$ cat src/rtl/hazard_pkg.sv
// Shared types and constants for the pipeline hazard controller.
// The state enum, the mul/div latency default and the NOP encodings used when flushing pipeline registers.
package hazard_pkg;

  typedef enum logic {
    HZ_RUN     = 1'b0,
    HZ_MD_WAIT = 1'b1
  } hz_state_e;

  localparam int unsigned HZ_MD_CYCLES_DEF = 32;

  // addi x0, x0, 0: the canonical RISC-V NOP loaded into flushed IF/ID and ID/EX registers
  localparam logic [31:0] HZ_NOP_INSTR = 32'h0000_0013;
  localparam logic [4:0]  HZ_NOP_RD    = 5'd0;

  function automatic int unsigned hz_cnt_w(input int unsigned md_cycles);
    return $clog2(md_cycles + 1);
  endfunction

endpackage

$ cat src/rtl/hazard_perf_cnt.sv
// Enabled wrap-around event counter with asynchronous clear.
// Only present when HAZARD_PERF_CNT_EN is defined.
`ifdef HAZARD_PERF_CNT_EN
module hazard_perf_cnt #(
  parameter int unsigned W = 32
) (
  input  logic         clk,
  input  logic         rst_n,
  input  logic         en_i,
  output logic [W-1:0] cnt_o
);

  logic [W-1:0] cnt_q;

  always_ff @(posedge clk or negedge rst_n) begin
    if (!rst_n) begin
      cnt_q <= '0;
    end else if (en_i) begin
      cnt_q <= cnt_q + W'(1);
    end
  end

  assign cnt_o = cnt_q;

endmodule
`endif

$ cat src/rtl/hazard_ctrl.sv
// Load-use / branch / multi-cycle mul-div hazard controller for the 5-stage core; stalls and flushes are Mealy.
// Optional performance counters (StallCnt, FlushCnt, MdCnt) are built when HAZARD_PERF_CNT_EN is defined.
module hazard_ctrl
  import hazard_pkg::*;
#(
  parameter int unsigned MD_CYCLES = HZ_MD_CYCLES_DEF,
  parameter int unsigned CNT_W     = 32
) (
  input  logic             clk,
  input  logic             rst_n,
  input  logic [4:0]       RS1D,
  input  logic [4:0]       RS2D,
  input  logic [4:0]       RDE,
  input  logic             RegWriteE,
  input  logic             LoadE,
  input  logic             MdOpE,
  input  logic             PCSrcE,
  output logic             StallF,
  output logic             StallD,
  output logic             StallE,
  output logic             FlushD,
  output logic             FlushE,
  output logic             BubbleM,
  output logic             MdStart,
`ifdef HAZARD_PERF_CNT_EN
  output logic [CNT_W-1:0] StallCnt,
  output logic [CNT_W-1:0] FlushCnt,
  output logic [CNT_W-1:0] MdCnt,
`endif
  output logic             MdBusy
);

  localparam int unsigned CW = hz_cnt_w(MD_CYCLES);

  if (MD_CYCLES < 1 || CNT_W < 1) begin : g_param_chk
    $error("hazard_ctrl: MD_CYCLES and CNT_W must be at least 1");
  end

  hz_state_e       state_q, state_d;
  logic [CW-1:0]   cnt_q, cnt_d;
  logic            lw_stall, md_stall;

  always_ff @(posedge clk or negedge rst_n) begin
    if (!rst_n) begin
      state_q <= HZ_RUN;
      cnt_q   <= '0;
    end else begin
      state_q <= state_d;
      cnt_q   <= cnt_d;
    end
  end

  // MdOpE is only sampled in RUN, so the op still sitting in Execute on its final cycle is not restarted
  always_comb begin
    state_d = state_q;
    cnt_d   = cnt_q;
    case (state_q)
      HZ_RUN: begin
        if (MdOpE) begin
          state_d = HZ_MD_WAIT;
          cnt_d   = CW'(MD_CYCLES - 1);
        end
      end
      HZ_MD_WAIT: begin
        if (cnt_q != '0) begin
          cnt_d = cnt_q - CW'(1);
        end else begin
          state_d = HZ_RUN;
        end
      end
      default: state_d = HZ_RUN;
    endcase
  end

  // Outputs are forced low while reset is held, whatever the inputs
  always_comb begin
    lw_stall = LoadE & RegWriteE & (RDE != 5'd0) & ((RDE == RS1D) | (RDE == RS2D));
    md_stall = ((state_q == HZ_RUN) & MdOpE) | ((state_q == HZ_MD_WAIT) & (cnt_q != '0));

    StallF  = rst_n & (lw_stall | md_stall);
    StallD  = rst_n & (lw_stall | md_stall);
    StallE  = rst_n & md_stall;
    BubbleM = rst_n & md_stall;
    FlushD  = rst_n & PCSrcE & ~md_stall;
    FlushE  = rst_n & (lw_stall | PCSrcE) & ~md_stall;
    MdStart = rst_n & (state_q == HZ_RUN) & MdOpE;
    MdBusy  = (state_q == HZ_MD_WAIT);
  end

`ifdef HAZARD_PERF_CNT_EN
  hazard_perf_cnt #(.W(CNT_W)) u_stall_cnt (
    .clk   (clk),
    .rst_n (rst_n),
    .en_i  (StallF),
    .cnt_o (StallCnt)
  );

  hazard_perf_cnt #(.W(CNT_W)) u_flush_cnt (
    .clk   (clk),
    .rst_n (rst_n),
    .en_i  (FlushE),
    .cnt_o (FlushCnt)
  );

  hazard_perf_cnt #(.W(CNT_W)) u_md_cnt (
    .clk   (clk),
    .rst_n (rst_n),
    .en_i  (MdStart),
    .cnt_o (MdCnt)
  );
`endif

endmodule
$ cat config.mk
export PLATFORM = sky130hd
export DESIGN_NAME = hazard_ctrl
export DESIGN_NICKNAME = d
export VERILOG_FILES = /design/src/rtl/hazard_pkg.sv /design/src/rtl/hazard_perf_cnt.sv /design/src/rtl/hazard_ctrl.sv
export SDC_FILE = /design/constraint.sdc
export NUM_CORES = 1
export LEC_CHECK = 0
export BUFFER_PORTS_ARGS = -buffer_cell sky130_fd_sc_hd__buf_2
export CORE_MARGIN = 2
export CORE_UTILIZATION = 40
export CTS_BUF_LIST = sky130_fd_sc_hd__clkbuf_4 sky130_fd_sc_hd__clkbuf_8 sky130_fd_sc_hd__clkbuf_16
export DETAILED_ROUTE_END_ITERATION = 10
export PLACE_DENSITY = 0.72
export SKIP_LAST_GASP = 1
export SLEW_MARGIN = 30
export SYNTH_ARGS = -nofsm -noshare
export SYNTH_HDL_FRONTEND = slang
export SYNTH_HIERARCHICAL = 1
export SYNTH_SLANG_ARGS = --single-unit
export TNS_END_PERCENT = 20
$ cat constraint.sdc
create_clock -name clk -period 4.2 [get_ports clk]
set_input_delay 0.84 -clock clk [delete_from_list [all_inputs] [get_ports clk]]
set_output_delay 0.84 -clock clk [all_outputs]
set_load 0.01 [all_outputs]
======== Yosys cells after proc, flatten, opt, wreduce, memory -nomap -nowiden ========
Cells that the tools add are included.
word-level totals
  word-level logic and storage cells ...... 35
  bits in registers ....................... 7
operators by class
  mux-type cells .......................... 6
  add/subtract/negate cells ............... 1
  equality and inequality tests ........... 4
  reductions and logical operators ........ 3
  bitwise gates (word level) .............. 19
operators with widths
  kind                   count
  $and A1 B1 Y1          13
  $mux W6                2
  $pmux W6 S2            1
  $eq A5 B5 Y1           2
  $reduce_bool A6 Y1     1
  $sub A6 B1 Y6 const B  1
  $reduce_bool A5 Y1     1
  $or A1 B1 Y1           4
  $mux W1                2
  $ne A2 B1 Y1 const B   1
  $ne A2 B2 Y1 const B   1
  $not A1 Y1             2
  $pmux W1 S2            1
  $reduce_and A2 Y1      1

======== Depth between registers and ports, before layout ========
Gate-level depths: netlist (run 1).
  depth after elaboration ................. 6
  gate-level depth with buffers ........... 7
  depth with buffers taken out ............ 6

======== Worst setup path before layout (run 1) ========
Ideal clock, no wire load.
  path type ............................... input-to-output
  start ................................... input port RDE[1]
  end ..................................... output port StallF
  data arrival time ....................... 1914 ps
  setup slack ............................. 1446 ps
  required time ........................... 3360 ps
  buffers on the path ..................... 1
  stages .................................. 4
  path through ............................ or4_1 o2111ai_1 o2bb2ai_1 buf_4
on the way
  word-level cells in the longest chain between the ends .. 5
ends and longest elaborated chain
  item                                                RTL line           source
  from (decl)                                         hazard_ctrl.sv:13  input logic [4:0] RDE,
  $eq A5 B5 Y1 or $reduce_bool A5 Y1 (tied branches)  hazard_ctrl.sv:77  lw_stall = LoadE & RegWriteE & (RDE != 5'd0) & ((RDE == RS1D) | (RDE == RS2D));
  $or A1 B1 Y1 or $and A1 B1 Y1 (tied branches)       hazard_ctrl.sv:77
  $and A1 B1 Y1 (*)                                   hazard_ctrl.sv:77
  $or A1 B1 Y1 (*)                                    -
  $and A1 B1 Y1 (*)                                   -
  to (decl)                                           hazard_ctrl.sv:18  output logic StallF,
Mark *: on every way between the ends. The rest lies on a longest branch, timed or not.

======== Worst setup path in the final report (run 1) ========
  start ................................... input port RDE[1]
  end ..................................... output port StallF
on the way
  word-level cells in the longest chain between the ends .. 5
ends and longest elaborated chain
  item                                                RTL line           source
  $eq A5 B5 Y1 or $reduce_bool A5 Y1 (tied branches)  hazard_ctrl.sv:77
  $or A1 B1 Y1 or $and A1 B1 Y1 (tied branches)       hazard_ctrl.sv:77
  $and A1 B1 Y1 (*)                                   hazard_ctrl.sv:77
  $or A1 B1 Y1 (*)                                    hazard_ctrl.sv:80  StallF = rst_n & (lw_stall | md_stall);
  $and A1 B1 Y1 (*)                                   hazard_ctrl.sv:80
Marks and branches as above.

==> results of run 1 <==
stage by stage:
stage,instance area [um^2],hold WS [ps],std cells,worst slack (ps),total power (uW)
after floorplan,568,471,59,1450,288
after global placement,712,499,100,1370,338
after detailed placement,712,505,100,1340,347
after CTS,742,436,104,1340,418
after global routing,742,430,104,1250,453
final,742,434,104,1350,412
worst max-delay path, cell delays in order:
cell and delay, ps:
buf_2 120, or4_1 510, o2111ai_1 280, o2bb2ai_1 110
buf_2 150
final cells by class:
class	instances	area share, %
multi-input cells	47	49.4
flip-flops and latches	7	23.6
repair buffers	28	18.9
clock buffers	4	4.05
well taps	15	2.53
inverters	3	1.52
power by group through the flow:
| stage | Combinational, uW | Clock [uW] | Sequential, uW |
|---|---|---|---|
| 2_1_floorplan | 155 | 0 | 133 |
| 3_3_place_gp | 201 | 0 | 136 |
| 3_5_place_dp | 209 | 0 | 137 |
| 4_1_cts | 211 | 70.5 | 136 |
| 5_1_grt | 238 | 75.6 | 140 |
| 6_report | 207 | 69.1 | 136 |
flip-flops by register name, summed over array words and instances (netlist names):
| signal | flops |
|---|---|
| cnt_q | 6 |
| MdBusy | 1 |
cell families after synthesis:
family,share of synthesized area (%)
flops,30.8
mux,6.17
compound gates,12.1
fa+ha+maj,4.40
buf+inv,4.62
simple gates,23.4
xor+xnor,18.5
layout by cell type (no fill, tap or decap):
cell / count
nor2b_1: 1
and2_2: 1
o21ai_4: 1
o2111ai_1: 1
inv_1: 3
or3_1: 1
nand4_1: 2
and2_1: 1
dfrtp_1: 7
ha_1: 2
a22oi_1: 1
nand2b_1: 2
o211ai_1: 2
nor3_1: 3
nor4_1: 1
or4_1: 1
mux2_4: 1
or3_4: 1
mux2i_1: 2
buf_2: 28
clkbuf_4: 4
o2bb2ai_1: 1
nand2_1: 2
nor2_1: 6
xor2_1: 12
nand2_4: 1
o31ai_2: 1
path summary, 6_finish.rpt:
kind / startpoint / endpoint / slack, ps / depth (start not counted)
worst max-delay path: RDE[1] / StallF / 1350 / 5
worst min-delay path: rst_n / cnt_q[5] / 430 / 1
worst max register to register: cnt_q[0] / cnt_q[4] / 2620 / 6
worst min register to register: cnt_q[4] / cnt_q[4] / 510 / 1
max in group asynchronous: rst_n / cnt_q[0] / 3570 / 1
min in group clk: cnt_q[4] / cnt_q[4] / 510 / 1
per-layer routing:
layer	up-vias	GRT usage (%)	wire, um
li1	263	-	-
met1	239	18.0	501
met2	24	24.4	564
met3	3	3.91	82
met4	0	9.68	16
met5	-	0	0
==> qor.txt, run 1 <==
Status - complete, no violations
Sw Share - 41.5%
Post-synth top area cell - dfrtp_1
Synth Register Bits - 7
1st-iter DRT viols - 3
GRT Residual Overflow - 0
Top post-synthesis cells by area - dfrtp_1, xor2_1, ha_1, nor2_1, mux2i_1
CTS sink cnt - 7
Fin crit period - 2850 ps
Worst Skew - 4.41 ps
Yosys cell types - 26
Hpwl dp - 986 um
Yosys top cell area share - 30.8%
Slew headroom - 77.9%
Ant. Diodes - 0
Setup repair bufs after CTS - 0
DR vias/cell - 5.09
Slew Viols, Final - 0
Count leader, synth - xor2_1
Reg clk slew, reported paths - 50 ps
Leakage - 0.000372 uW
Commonest cells post-synth - xor2_1, dfrtp_1, nor2_1, inv_1, nor3_1
Synthesized Nets - 82
Root Buffer - clkbuf_4
ANT nets after route - 0
Initial antenna violation count - 0
Max-Cap Viols - 0
Die X - 41.7 um
Setup violators final - 0
GPL Wtd Cong - 0.764
Sequential power share - 33.1%
Number of H-tree levels - 1
Clock power frac - 16.8%
Area of the multi-input gates - 367 um^2
CTS hold repair buffers - 0
Area Growth Syn to Fin - 30.6%
Register area - 175 um^2
Startpoint types - primary input
Synth warn - 6
CP Data Arrival Time - 2010 ps
Number of flops mapped to enable cells by yosys - 0
# fillers - 123
Critical Path End Type - output pin
Finished Core Util - 56.3%
Core ar. - 0.00132 mm^2
Hold Violations, Final - 0
Die span in y - 41.7 um
Vias in the first global route - 486
DRC viols - 0
Count of nets after finishing - 113
Int Pwr - 241 uW
Final Cycle Share - 67.9%
Synth Cell Area - 568 um^2
Largest net degree at the start of global routing - 13
First-pass GRT wire length - 1990 um
Post-Route Setup TNS - 0 ps
Slew @ Worst Pin - 328 ps
GRT Util Overall - 15.2%
Top_reg_cell synth - dfrtp_1
Worst vdd ir - 0.000327 V
DRT Wirelength - 1160 um
Fmax - 351 MHz
DIE AREA - 0.00174 mm^2
Fraction of registers with async set/reset - 100%
Hold crit path type - in2async
Average cell area after synthesis - 9.63 um^2
Port Buffers - 28
Kind of critical path - in2out
Gates resized, CTS repair - 0
I/O pin total - 29
Cts bufs inserted - 3
# rows - 13
Sw Pwr - 171 uW
RSZ-0062 raised after global routing - no
Critical Path RT - 3360 ps
Combinational Power Share - 50.2%
Post-synthesis sequential area ratio - 30.8%
Share of layout cells above drive strength 1 - 42.7%
TritonCTS clock tree - yes
Max Buffers Root-to-Sink - 2
Vias - 529
Post-Synthesis Cells - 59
Critical path peak fanout - 3
Clk_lat worst skew - 260 ps
Initial core utilization - 43.1%
Pwr dens - 556 mW/mm^2
Drt wl/cell - 11.2 um
DRT Pass-1 Iters - 4
Note: power is estimated with default switching activity, not from simulation.
==> inputs of run 2 (changes only) <==
--- a/config.mk
+++ b/config.mk
@@ -7,10 +7,10 @@
 export LEC_CHECK = 0
 export BUFFER_PORTS_ARGS = -buffer_cell sky130_fd_sc_hd__buf_2
 export CORE_MARGIN = 2
-export CORE_UTILIZATION = 40
+export CORE_UTILIZATION = 39
 export CTS_BUF_LIST = sky130_fd_sc_hd__clkbuf_4 sky130_fd_sc_hd__clkbuf_8 sky130_fd_sc_hd__clkbuf_16
 export DETAILED_ROUTE_END_ITERATION = 10
-export PLACE_DENSITY = 0.72
+export PLACE_DENSITY = 0.73
 export SKIP_LAST_GASP = 1
 export SLEW_MARGIN = 30
 export SYNTH_ARGS = -nofsm -noshare
==> constraint.sdc (replaced) <==
create_clock -name clk -period 2.6 [get_ports clk]
set_input_delay 0.52 -clock clk [delete_from_list [all_inputs] [get_ports clk]]
set_output_delay 0.52 -clock clk [all_outputs]
set_load 0.01 [all_outputs]
==> run 2 against run 1 <==
Net effect: sequential share of layout area is the same; design area is the same; hold slack lost 330 ps; largest power group unchanged.
==> qor.txt, run 2 (same netlist as run 1, synthesis figures left out) <==
Biggest register - cnt_q
GRT Residual Overflow - 0
Hold Violations, Final - 0
Hold WS - 108 ps
# fillers - 129
Drt wl/cell - 10.7 um
DRT Pass-1 Iters - 2
Die X - 42.2 um
Clk_lat worst skew - 260 ps
First-pass GRT wire length - 1810 um
Final Cycle Share - 89.0%
Ant. Diodes - 0
Slew headroom - 79.4%
Vias - 514
Area Growth Syn to Fin - 30.6%
Core ar. - 0.00133 mm^2
Max FFs per register - 6
Most common cell after layout, fill and taps aside - buf_2
Leakage - 0.000372 uW
Vias in the first global route - 441
Worst slack, placed - 381 ps
Critical path's top delay family - compound AO/OA/AOI/OAI gates
Slew @ Worst Pin - 307 ps
Max-Cap Viols - 0
Cell Chain, Critical Path - inv_1 -> ha_1 -> nand2b_1 -> o21ai_4 -> nand2_4 -> o31ai_2 -> buf_2
Hold crit path type - in2async
Die span in y - 42.2 um
# rows - 13
DIE AREA - 0.00178 mm^2
Worst path slowest cell - dfrtp_1
Slack of the critical path - 285 ps
Port Buffers - 28
Number of H-tree levels - 1
Inst Count DP - 100
Buf+Inv Stages, Crit Path - 2
DRC viols - 0
Largest net degree at the start of global routing - 13
Slew Viols, Final - 0
Worst Skew - 8.54 ps
Cts bufs inserted - 3
Worst Setup SP - cnt_q[0]
Setup violators final - 0
Fmax - 432 MHz
RR Startpoint - cnt_q[0]
Commonest cells after routing, fill and taps aside - buf_2, xor2_1, dfrtp_1, nor2_1, clkbuf_4
Hpwl dp - 928 um
Post-Route Setup TNS - 0 ps
Startpoint types - flop
Critical Path RT - 2080 ps
Reg clk slew, reported paths - 50 ps
I/O pin total - 29
Max Buffers Root-to-Sink - 2
Critical Path End Type - output pin
Cell Count, Final, Fillers Out - 104
RSZ-0062 raised after global routing - no
ANT nets after route - 0
Kind of critical path - reg2out
Fin crit period - 2310 ps
TritonCTS clock tree - yes
DRT Wirelength - 1120 um
Worst vdd ir - 0.000529 V
Status - complete, no violations
Initial antenna violation count - 0
CP Data Arrival Time - 1790 ps
GPL Wtd Cong - 0.750
1st-iter DRT viols - 3
Share of layout cells above drive strength 1 - 42.7%
GRT Util Overall - 14.1%
CTS sink cnt - 7
Pwr dens - 885 mW/mm^2
Setup repair bufs after CTS - 0
Count of nets after finishing - 113
Gates resized, CTS repair - 0
CTS hold repair buffers - 0
Initial core utilization - 42.6%
Root Buffer - clkbuf_4
CP peak stage delay - 400 ps
DR vias/cell - 4.94
Critical path peak fanout - 6
[run 2: cell counts in the layout (fill, tap and decap cells not counted)]
No cell type changed its count.
[run 2: area by class of cell]
cell class,instances,area [um^2],share of cell area [%]
Timing Repair Buffer,28,140,18.9
Tap cell,15,18.8,2.53
Inverter,3,11.3,1.52
Multi-Input combinational cell,47,367,49.4
Clock buffer,4,30.0,4.05
Sequential cell,7,175,23.6
[run 2: report_power, final]
group	leakage, uW	internal (uW)	switching, uW	total (uW)
clock network	0.0000184	69.0	41.2	110
registers	0.0000793	163	59.0	222
logic	0.000274	155	169	324
[run 2: final timing paths]
path,end,slack (ps),cells past startpoint
max in group asynchronous,cnt_q[2],2290,1
min in group clk,cnt_q[4],510,1
max reg2reg,cnt_q[4],1020,6
min,cnt_q[5],110,1
max,FlushE,290,7
min reg2reg,cnt_q[4],510,1
[run 2: metrics by stage]
stage / area (um^2) / power (uW) / utilization, %
floorplan: 568 / 465 / -
global placement: 712 / 545 / 53.4
detailed placement: 712 / 549 / 53.4
CTS: 742 / 669 / 55.6
global route: 742 / 720 / 55.6
finish: 742 / 656 / 55.6
[run 2: metal layers]
| metal | global-route usage, % | part of all wire [%] |
|---|---|---|
| met1 | 15.8 | 43 |
| met2 | 20.9 | 47 |
| met3 | 5.60 | 6.7 |
| met4 | 11.3 | 3.4 |
| met5 | 0 | 0 |
==> inputs of run 3 (changes only) <==
--- a/config.mk
+++ b/config.mk
@@ -11,6 +11,7 @@
 export CTS_BUF_LIST = sky130_fd_sc_hd__clkbuf_4 sky130_fd_sc_hd__clkbuf_8 sky130_fd_sc_hd__clkbuf_16
 export DETAILED_ROUTE_END_ITERATION = 10
 export PLACE_DENSITY = 0.73
+export RECOVER_POWER = 50
 export SKIP_LAST_GASP = 1
 export SLEW_MARGIN = 30
 export SYNTH_ARGS = -nofsm -noshare
==> run 3 against run 2 <==
Net effect: fmax is essentially flat; via count is the same; routed wire length grew 0.27%; clock-buffer cell count is the same; sequential share of layout area grew 0.080 points; clock skew is essentially flat; die area is the same; critical path depth is the same; sequential cell count is the same; global-route usage is the same; design area shrank 0.34%; power shrank 0.29%.
==> qor.txt, run 3 (same netlist as run 1, synthesis figures left out) <==
Root Buffer - clkbuf_4
Detail Route met2 WL - 522 um
Largest net degree at the start of global routing - 13
Slew Viols, Final - 0
Reg clk slew, reported paths - 50 ps
CTS hold repair buffers - 0
Initial core utilization - 42.6%
Critical Path RT - 2080 ps
Worst Skew - 8.54 ps
GRT Util Overall - 14.1%
Critical path peak fanout - 6
RSZ-0062 raised after global routing - no
Cell area after layout - 739 um^2
DRT Pass-1 Iters - 2
Hold WS - 209 ps
1st-iter DRT viols - 3
Final Power - 655 uW
Area Growth Syn to Fin - 30.2%
Setup violators final - 0
Initial antenna violation count - 0
Worst reg2reg path depth - 6
Leakage - 0.000367 uW
First-pass GRT wire length - 1810 um
CP peak stage delay - 400 ps
Port Buffers - 28
Most common cell after layout, fill and taps aside - buf_2
Number of H-tree levels - 1
Max layer used - met4
Worst r2r dst - cnt_q[4]
DIE AREA - 0.00178 mm^2
Cell Count, Final, Fillers Out - 104
Placed cell area - 712 um^2
Ant. Diodes - 0
DR vias/cell - 4.94
Vias - 514
# fillers - 131
Vias in the first global route - 441
Inst Count DP - 100
Fin crit period - 2320 ps
Slew @ Worst Pin - 531 ps
Core ar. - 0.00133 mm^2
ANT nets after route - 0
Post-Route Setup TNS - 0 ps
Final Cycle Share - 89.0%
Fmax - 432 MHz
Kind of critical path - reg2out
Die X - 42.2 um
Die span in y - 42.2 um
Gates resized, CTS repair - 0
Worst path slowest cell - dfrtp_1
CTS sink cnt - 7
DRT Wirelength - 1120 um
DRC viols - 0
Max Buffers Root-to-Sink - 2
RR Startpoint - cnt_q[0]
DR WL met3 - 76 um
Setup repair bufs after CTS - 0
Worst vdd ir - 0.000528 V
# rows - 13
Clk_lat worst skew - 260 ps
Max FFs per register - 6
Commonest cells after routing, fill and taps aside - buf_2, xor2_1, dfrtp_1, nor2_1, clkbuf_4
Cell Chain, Critical Path - inv_1 -> ha_1 -> nand2b_1 -> o21ai_4 -> nand2_4 -> o31ai_2 -> buf_2
I/O pin total - 29
Cts bufs inserted - 3
Count of nets after finishing - 113
CP Data Arrival Time - 1800 ps
GPL Wtd Cong - 0.750
GRT Residual Overflow - 0
Share of layout cells above drive strength 1 - 40.4%
Reg2Reg Setup Slack - 1020 ps
Max-Cap Viols - 0
Biggest register - cnt_q
TritonCTS clock tree - yes
Startpoint types - flop
Pwr dens - 885 mW/mm^2
Hold crit path type - in2async
Slew headroom - 64.6%
Drt wl/cell - 10.8 um
Hold Violations, Final - 0
Status - complete, no violations
M1 WL - 481 um
Hpwl dp - 928 um
Critical Path End Type - output pin
==> run 3: changes by cell type in the layout (fill, tap and decap cells not counted) <==
cell      change
buf_2         -2
clkbuf_1      +2
==> run 3: how the worst max path moves through the flow <==
stage,start,cells past startpoint,to
after global routing,cnt_q[0],7,FlushE
after global placement,RDE[1],5,StallF
after floorplan,RDE[1],4,StallF
after CTS,cnt_q[0],7,FlushE
final,cnt_q[0],7,FlushE
after detailed placement,RDE[1],5,StallD
==> run 3: area by class of cell <==
cell class | count | area, um^2 | share of cell area [%]
Tap cell | 15 | 18.8 | 2.54
Timing Repair Buffer | 28 | 138 | 18.6
Inverter | 3 | 11.3 | 1.52
Multi-Input combinational cell | 47 | 367 | 49.6
Sequential cell | 7 | 175 | 23.7
Clock buffer | 4 | 30.0 | 4.06
==> run 3: critical path: cells and delay by family (launching register included) <==
| family | cells | cell delay (ps) |
|---|---|---|
| adder cells (fa/ha/maj) | 1 | 160 |
| buffers and inverters | 2 | 310 |
| flip-flops | 1 | 400 |
| AND/OR/NAND/NOR | 2 | 200 |
| AO/OA/AOI/OAI | 2 | 460 |
==> run 3: through the flow <==
step / setup slack (ps) / util, %
after global routing: 126 / 55.4
final: 285 / 55.4
after floorplan: 486 / -
after CTS: 257 / 55.6
after global placement: 412 / 53.4
after detailed placement: 381 / 53.4
==> run 3: routing by layer <==
| metal | track usage, % | vias up |
|---|---|---|
| met2 | 20.9 | 19 |
| met5 | 0 | - |
| met4 | 11.3 | 0 |
| met3 | 5.60 | 5 |
| met1 | 15.8 | 223 |
| li1 | - | 267 |
==> run 3: report_power, final <==
group	internal [uW]	switching, uW
Clock	69.0	41.2
Combinational	153	169
Sequential	163	59.2
